[config.mk]
export PLATFORM = sky130hd
export DESIGN_NAME = uc_seq
export DESIGN_NICKNAME = d
export VERILOG_FILES = /design/src/rtl/cpu_pkg.sv /design/src/rtl/uc_dec.sv /design/src/rtl/uc_seq.sv
export SDC_FILE = /design/constraint.sdc
export NUM_CORES = 1
export LEC_CHECK = 0
export ABC_CLOCK_PERIOD_IN_PS = 3850
export CAP_MARGIN = 30
export CORE_ASPECT_RATIO = 2
export CORE_UTILIZATION = 50
export CTS_BUF_LIST = sky130_fd_sc_hd__clkbuf_8
export DETAILED_ROUTE_END_ITERATION = 7
export PLACE_DENSITY = 0.83
export SLEW_MARGIN = 25
export SYNTH_ARGS = -nofsm -noshare
export SYNTH_HDL_FRONTEND = slang
export SYNTH_HIERARCHICAL = 1
export SYNTH_SLANG_ARGS = --single-unit
[constraint.sdc]
create_clock -name clk -period 3.85 [get_ports clk]
set_input_delay 0.385 -clock clk [delete_from_list [all_inputs] [get_ports clk]]
set_output_delay 0.385 -clock clk [all_outputs]
set_load 0.05 [all_outputs]
[src/rtl/cpu_pkg.sv]
// Shared types and opcode field constants for the micro-sequencer and its decoder.
package cpu_pkg;

  typedef enum logic [1:0] {
    ST_IDLE  = 2'd0,
    ST_FETCH = 2'd1,
    ST_EXEC  = 2'd2,
    ST_HALT  = 2'd3
  } state_t;

  localparam int OP_ALU_W = 3;

  // ALU ops are identified by opcode[5]; the others by opcode[5:2] or the full opcode.
  localparam logic       OPC_ALU_MSB = 1'b0;
  localparam logic [3:0] OPC_LI      = 4'b1000;
  localparam logic [3:0] OPC_J       = 4'b1001;
  localparam logic [3:0] OPC_JZ      = 4'b1010;
  localparam logic [3:0] OPC_JNZ     = 4'b1011;
  localparam logic [5:0] OPC_HALT    = 6'b111111;

  typedef struct packed {
    logic                s_inc;
    logic                s_inm;
    logic                we3;
    logic                wez;
    logic                pc_we;
    logic [OP_ALU_W-1:0] op_alu;
  } ctrl_t;

  // Control set driven whenever no instruction is executing.
  function automatic ctrl_t ctrl_idle();
    ctrl_t c;
    c.s_inc  = 1'b1;
    c.s_inm  = 1'b0;
    c.we3    = 1'b0;
    c.wez    = 1'b0;
    c.pc_we  = 1'b0;
    c.op_alu = 3'b000;
    return c;
  endfunction

endpackage

[src/rtl/uc_dec.sv]
// Combinational instruction decoder: opcode and zero flag to datapath controls.
module uc_dec
  import cpu_pkg::*;
(
  input  logic [5:0]          opcode,
  input  logic                z,
  output logic                s_inc,
  output logic                s_inm,
  output logic                we3,
  output logic                wez,
  output logic                pc_we,
  output logic [OP_ALU_W-1:0] op_alu,
  output logic                is_halt
);

  ctrl_t ctrl_s;

  // Decode priority: full halt match first, then ALU class, then the 4-bit groups.
  always_comb begin
    ctrl_s       = ctrl_idle();
    ctrl_s.pc_we = 1'b1;
    is_halt      = 1'b0;
    if (opcode == OPC_HALT) begin
      ctrl_s.pc_we = 1'b0;
      is_halt      = 1'b1;
    end else if (opcode[5] == OPC_ALU_MSB) begin
      ctrl_s.op_alu = opcode[4:2];
      ctrl_s.we3    = 1'b1;
      ctrl_s.wez    = 1'b1;
    end else begin
      case (opcode[5:2])
        OPC_LI: begin
          ctrl_s.s_inm = 1'b1;
          ctrl_s.we3   = 1'b1;
        end
        OPC_J:   ctrl_s.s_inc = 1'b0;
        OPC_JZ:  ctrl_s.s_inc = ~z;
        OPC_JNZ: ctrl_s.s_inc = z;
        default: ctrl_s.s_inc = 1'b1;
      endcase
    end
  end

  assign s_inc  = ctrl_s.s_inc;
  assign s_inm  = ctrl_s.s_inm;
  assign we3    = ctrl_s.we3;
  assign wez    = ctrl_s.wez;
  assign pc_we  = ctrl_s.pc_we;
  assign op_alu = ctrl_s.op_alu;

endmodule

[src/rtl/uc_seq.sv]
// Micro-sequencer: IDLE/FETCH/EXEC/HALT control FSM with single-step support,
// gating the decoder so write enables only appear in EXEC.
module uc_seq
  import cpu_pkg::*;
#(
  parameter int FETCH_CYCLES = 1,
  parameter int COUNT_W      = 16
) (
  input  logic                clk,
  input  logic                reset,
  input  logic [5:0]          opcode,
  input  logic                z,
  input  logic                run,
  input  logic                step_req,
  output logic                s_inc,
  output logic                s_inm,
  output logic                we3,
  output logic                wez,
  output logic [OP_ALU_W-1:0] op_alu,
  output logic                pc_we,
  output logic                step_ack,
  output logic                halted,
  output logic [COUNT_W-1:0]  instr_count
);

  localparam logic [3:0]         FETCH_LOAD = 4'(FETCH_CYCLES - 1);
  localparam logic [COUNT_W-1:0] COUNT_ONE  = {{(COUNT_W-1){1'b0}}, 1'b1};

  state_t             state_r;
  state_t             next_state_s;
  logic               step_r;
  logic [3:0]         fetch_cnt_r;
  logic               step_ack_r;
  logic               halted_r;
  logic [COUNT_W-1:0] count_r;
  ctrl_t              dec_s;
  ctrl_t              ctrl_s;
  logic               dec_halt_s;

  uc_dec u_dec (
    .opcode  (opcode),
    .z       (z),
    .s_inc   (dec_s.s_inc),
    .s_inm   (dec_s.s_inm),
    .we3     (dec_s.we3),
    .wez     (dec_s.wez),
    .pc_we   (dec_s.pc_we),
    .op_alu  (dec_s.op_alu),
    .is_halt (dec_halt_s)
  );

  // State register.
  always_ff @(posedge clk or posedge reset) begin
    if (reset) state_r <= ST_IDLE;
    else       state_r <= next_state_s;
  end

  // Next-state logic; run is only sampled in IDLE and at the EXEC exit.
  always_comb begin
    next_state_s = state_r;
    case (state_r)
      ST_IDLE: begin
        if (run || step_req) next_state_s = ST_FETCH;
        else                 next_state_s = ST_IDLE;
      end
      ST_FETCH: begin
        if (fetch_cnt_r == 4'd0) next_state_s = ST_EXEC;
        else                     next_state_s = ST_FETCH;
      end
      ST_EXEC: begin
        if (dec_halt_s)  next_state_s = ST_HALT;
        else if (step_r) next_state_s = ST_IDLE;
        else if (run)    next_state_s = ST_FETCH;
        else             next_state_s = ST_IDLE;
      end
      ST_HALT: next_state_s = ST_HALT;
      default: next_state_s = ST_IDLE;
    endcase
  end

  // Output logic: decoder controls pass through only during EXEC.
  always_comb begin
    if (state_r == ST_EXEC) ctrl_s = dec_s;
    else                    ctrl_s = ctrl_idle();
  end

  // Fetch wait counter, loaded on every entry into FETCH.
  always_ff @(posedge clk or posedge reset) begin
    if (reset)                                              fetch_cnt_r <= 4'd0;
    else if (state_r != ST_FETCH && next_state_s == ST_FETCH) fetch_cnt_r <= FETCH_LOAD;
    else if (state_r == ST_FETCH && fetch_cnt_r != 4'd0)     fetch_cnt_r <= fetch_cnt_r - 4'd1;
    else                                                    fetch_cnt_r <= fetch_cnt_r;
  end

  // Step flag: captured only from IDLE when run does not take priority.
  always_ff @(posedge clk or posedge reset) begin
    if (reset)                                          step_r <= 1'b0;
    else if (state_r == ST_IDLE && !run && step_req)   step_r <= 1'b1;
    else if (state_r == ST_EXEC)                        step_r <= 1'b0;
    else                                                step_r <= step_r;
  end

  // Registered status: step acknowledge, halt indication and retired count.
  always_ff @(posedge clk or posedge reset) begin
    if (reset) begin
      step_ack_r <= 1'b0;
      halted_r   <= 1'b0;
      count_r    <= {COUNT_W{1'b0}};
    end else begin
      step_ack_r <= (state_r == ST_EXEC) && step_r && !dec_halt_s;
      halted_r   <= (next_state_s == ST_HALT);
      if (state_r == ST_EXEC) count_r <= count_r + COUNT_ONE;
      else                    count_r <= count_r;
    end
  end

  assign s_inc       = ctrl_s.s_inc;
  assign s_inm       = ctrl_s.s_inm;
  assign we3         = ctrl_s.we3;
  assign wez         = ctrl_s.wez;
  assign pc_we       = ctrl_s.pc_we;
  assign op_alu      = ctrl_s.op_alu;
  assign step_ack    = step_ack_r;
  assign halted      = halted_r;
  assign instr_count = count_r;

endmodule

## After elaboration in Yosys (flattened, before gate mapping)

Index checks and enable logic that the tools add are counted.

- Bits in writable memories: 0
- Output and inout bits: 26
- Word-level logic and storage cells: 55
- Bits in latches: 0
- Bits in registers: 25
- ROM bits: 0
- Memories kept: 0

- Reductions and logical operators: 14
- Equal/unequal tests: 11
- Muxes and demuxes: 21
- Multipliers: 0
- $lt $le $gt $ge: 0
- Bitwise operators: 1
- Divide/modulo/power cells: 0
- Add/sub/neg operators: 2
- Shift-type cells: 0

Operators by type and width:

| cell | count |
|---|---|
| $add 16x1->16 const B | 1 |
| $eq 4x4->1 const B | 4 |
| $mux 4 | 3 |
| $mux 1 | 9 |
| $mux 2 | 4 |
| $mux 8 | 1 |
| $pmux 2 s4 | 1 |
| $eq 2x2->1 const B | 3 |
| $eq 6x6->1 const B | 1 |
| $logic_and 1x1->1 | 6 |
| $mux 3 | 2 |
| $eq 2x1->1 const B | 2 |
| $logic_not 4->1 | 1 |
| $reduce_bool 2->1 | 2 |
| $reduce_bool 4->1 | 1 |
| $sub 4x1->4 const B | 1 |
| $pmux 1 s3 | 1 |
| $logic_not 1->1 | 2 |
| $logic_not 2->1 | 1 |
| $ne 2x1->1 const B | 1 |
| $logic_or 1x1->1 | 1 |
| $not 1->1 | 1 |

## Logic depth before layout (Yosys ltp)

- Word-level depth: 7
- Mapped depth: 6

## By module

Netlist, hierarchy kept.

By module, submodules not included:

| module | area each (µm²) | instances | sequential area each (µm²) | cells each |
|---|---|---|---|---|
| uc_seq | 1213.7 | 1 | 625.6 | 110 |
| uc_dec | 85.1 | 1 | 0.0 | 14 |

## Least setup slack after synthesis

No wires, ideal clock.

- Path kind: reg-to-output
- Start: reg state_r[1]
- End: out op_alu[0]
- Required time: 3.465 ns
- Arrival: 1.406 ns
- Path slack: 2.059 ns
- Path buffers: 2
- Stages on the path, launching flop included: 5
- Path through: dfrtp_1 > buf_2 > nor2b_1 > buf_2 > and2_1

- Cells in the longest elaborated chain, start to end: 2

Ends and longest elaborated chain:

| item | line | source |
|---|---|---|
| start, declared | uc_seq.sv:29 | `state_t state_r;` |
| start signal, assigned | uc_seq.sv:55 | `else state_r <= next_state_s;` |
| $eq 2x2->1 | uc_seq.sv:83 | `if (state_r == ST_EXEC) ctrl_s = dec_s;` |
| $mux 8 | uc_seq.sv:83 |  |
| end, declared | uc_seq.sv:19 | `output logic [OP_ALU_W-1:0] op_alu,` |

Every way passes these cells.

## Final worst setup path

- Start: reg state_r[1]
- End: out pc_we

- Cells in the longest elaborated chain, start to end: 2

Ends and longest elaborated chain:

| item | line | source |
|---|---|---|
| $eq 2x2->1 | uc_seq.sv:83 |  |
| $mux 8 | uc_seq.sv:83 |  |
| end, declared | uc_seq.sv:20 | `output logic pc_we,` |

Every way passes these cells.

==> flow_summary_export.csv <==
group,metric,value,unit
status,outcome,"complete, no violations",
finish,fin_util,73.2,%
detailed_routing,wl_per_cell,13.6,um
timing,slew_viol_final,0,
logic_synthesis,synth_common_cells,"dfrtp_1 (25), nor2_1 (12), xnor2_1 (11)",
logic_synthesis,avgSynthCellArea,10.5,um^2
hold_path,hold_path.class,"in -> async",
power,p_switching,444,uW
grt,antenna_found_initial,0,
power,combPwrFrac,46.0,%
finish,final_nets,179,
floorplan,die_w,38.0,um
logic_synthesis,syn_nets,138,
cts,insertion_delay,0.26,ns
timing,slew_headroom,66.2,%
detailed_routing,ant_nets,0,
cts,cts_resized,0,
placement,io_buffers,36,
floorplan,die-area,2820,um^2
placement,gp_congestion,0.754,
critical_path,cp.required,3.46,ns
cts,hold_buffers,0,
timing,fin_tns_setup,0,ns
critical_path,startpoint_type,"register",
grt,grt_pass1_vias,1074,
logic_synthesis,synth_cell_type_count,37,
detailed_routing,wirelength,2600,um
logic_synthesis,synth_edf_count,0,
floorplan,initial_core_util,53.9,%
detailed_routing,vias,1035,
cts,numCtsBuffers,3,
power,pwr_density_cell,585,nW/um^2
logic_synthesis,synth_top_area_share,48.2,%
detailed_routing,vias_per_cell,5.42,
timing,rsz0062_at_grt,"no",
timing,hold_slack,0.382,ns
finish,drive_above_1_share,8.54,%
timing,min_period_over_period,72.8,%
floorplan,rows,25,
cts,cts_max_level,1,
finish,syn_to_final_growth,35.8,%
logic_synthesis,synthArstFlopShare,100,%
cts,post_cts_buffers,0,
timing,fin_crit,2.80,ns
critical_path,critPathCaptureType,"output port",
detailed_routing,drtIter0Drc,10,
cts,root_buffer,"clkbuf_8",
logic_synthesis,ys_warn_count,6,
detailed_routing,drc_errors,0,
timing,finalHoldViolations,0,
power,swShare,43.0,%
logic_synthesis,ys_ff_latch,25,
timing,tightest_slew,0.506,ns
power,intPower,587,uW
timing,finClkSkew,0.00831,ns
logic_synthesis,yosysTopAreaCell,"dfrtp_1",
logic_synthesis,synthCells,124,
logic_synthesis,syn_area,1300,um^2
critical_path,crit_arrival,2.42,ns
finish,antenna_cells,0,
timing,clock.fmax,357,MHz
power,p_seq_share,39.4,%
grt,grt_max_degree,26,
logic_synthesis,ys_top_cells_by_area,"dfrtp_1 (48%), xnor2_1 (7.4%), xor2_1 (4.7%)",
power,leakage,0.000792,uW
grt,gr-total-overflow,0,
logic_synthesis,synth_ff_type,"dfrtp_1",
floorplan,core_area,2410,um^2
placement,dp_hpwl,2040,um
power,peakVddDrop,0.348,mV
grt,grt_pass1_wl,4630,um
detailed_routing,dr.pass1.iters,4,
floorplan,die_h,74.1,um
floorplan,ios,37,
timing,setup_viol,0,
power,pwr-share-clk,14.5,%
cts,clk_pin_slew,0.09,ns
cts,cts_sinks,25,
critical_path,cp_max_fo,9,
logic_synthesis,yosysMostFrequentCell,"dfrtp_1",
cts,cts_buffer_depth,2,
flow_run,cap_violations,0,
cts,cts_tree,"done",
critical_path,path_class,"reg -> out",
logic_synthesis,yosysSeqAreaShare,48.2,%
grt,grt_usage,22.3,%
[cell type report]
type,count,area [um^2]
Multi-Input combinational cell,90,637
Timing Repair Buffer,38,395
Tap cell,27,33.8
Inverter,7,26.3
Fill cell,177,644
Sequential cell,25,626
Clock buffer,3,41.3
Clock inverter,1,5.00
[layout by cell type, fill, tap and decap left out, types with 2 or more instances in the layout]
| master | synthesis | final |
|---|---|---|
| a21oi_1 | 4 | 4 |
| and2_1 | 7 | 7 |
| and3_1 | 2 | 2 |
| clkbuf_8 | 0 | 3 |
| clkdlybuf4s50_1 | 0 | 36 |
| dfrtp_1 | 25 | 25 |
| ha_1 | 3 | 3 |
| inv_1 | 6 | 6 |
| nand2_1 | 4 | 4 |
| nand2b_1 | 2 | 2 |
| nand3_1 | 7 | 7 |
| nand3b_1 | 2 | 2 |
| nand4_1 | 3 | 3 |
| nor2_1 | 12 | 12 |
| nor2b_1 | 5 | 5 |
| nor3_1 | 2 | 2 |
| xnor2_1 | 11 | 11 |
| xor2_1 | 7 | 7 |
[power groups by stage]
stage / logic, uW / registers (uW) / clock network (uW)
after detailed placement: 467 / 409 / 0
after floorplan: 243 / 486 / 0
final: 475 / 407 / 150
after CTS: 472 / 403 / 155
after global routing: 516 / 417 / 166
after global placement: 449 / 405 / 0
[stage by stage]
step | instances | cell area, um^2 | power (uW) | worst slack, ns
finish | 191 | 1760 | 1030 | 1.05
global route | 191 | 1760 | 1100 | 0.942
detailed placement | 186 | 1690 | 876 | 1.21
CTS | 190 | 1740 | 1030 | 1.05
floorplan | 124 | 1300 | 730 | 2.06
global placement | 186 | 1690 | 854 | 1.24
[cell families (layout without fill, tap and decap cells)]
kind of cell / Yosys count / count (layout) / synth area share, %
simple gates: 56 / 56 / 27.0
flops: 25 / 25 / 48.2
xor+xnor: 18 / 18 / 12.1
compound gates: 12 / 12 / 6.17
buf+inv: 9 / 49 / 2.79
fa+ha+maj: 3 / 3 / 2.89
mux: 1 / 1 / 0.867
[critical path, cell delays in order, from the launching register on]
cell and delay (ns):
dfrtp_1 0.50, nor2b_1 0.48, buf_4 0.24, and2_1 0.13
clkdlybuf4s50_1 0.80
[registers in the layout (all words and copies together) (netlist names)]
| register | flops |
|---|---|
| halted | 1 |
| step_r | 1 |
| step_ack | 1 |
| state_r | 2 |
| instr_count | 16 |
| fetch_cnt_r | 4 |
[layer usage]
layer  track usage (%)  wire (um)  vias to the layer above
li1                  -          -                      504
met1              25.6       1010                      497
met2              41.1       1490                       32
met3              2.39         83                        2
met4              7.14         21                        0
met5                 0          0                        -
[worst paths after layout]
kind	slack (ns)	cells past startpoint	from	endpoint
min in group clk	0.49	1	instr_count[15]$_DFFE_PP0N_	instr_count[15]$_DFFE_PP0N_
max in group asynchronous	3.07	3	reset	step_r$_DFFE_PP0P_
max	1.05	4	state_r[1]$_DFF_PP0_	pc_we
min reg2reg	0.49	1	instr_count[15]$_DFFE_PP0N_	instr_count[15]$_DFFE_PP0N_
min	0.38	2	reset	instr_count[8]$_DFFE_PP0N_
max reg2reg	2.28	6	fetch_cnt_r[0]$_DFFE_PP0P_	fetch_cnt_r[0]$_DFFE_PP0P_
Power figures use the tool's default switching activity.
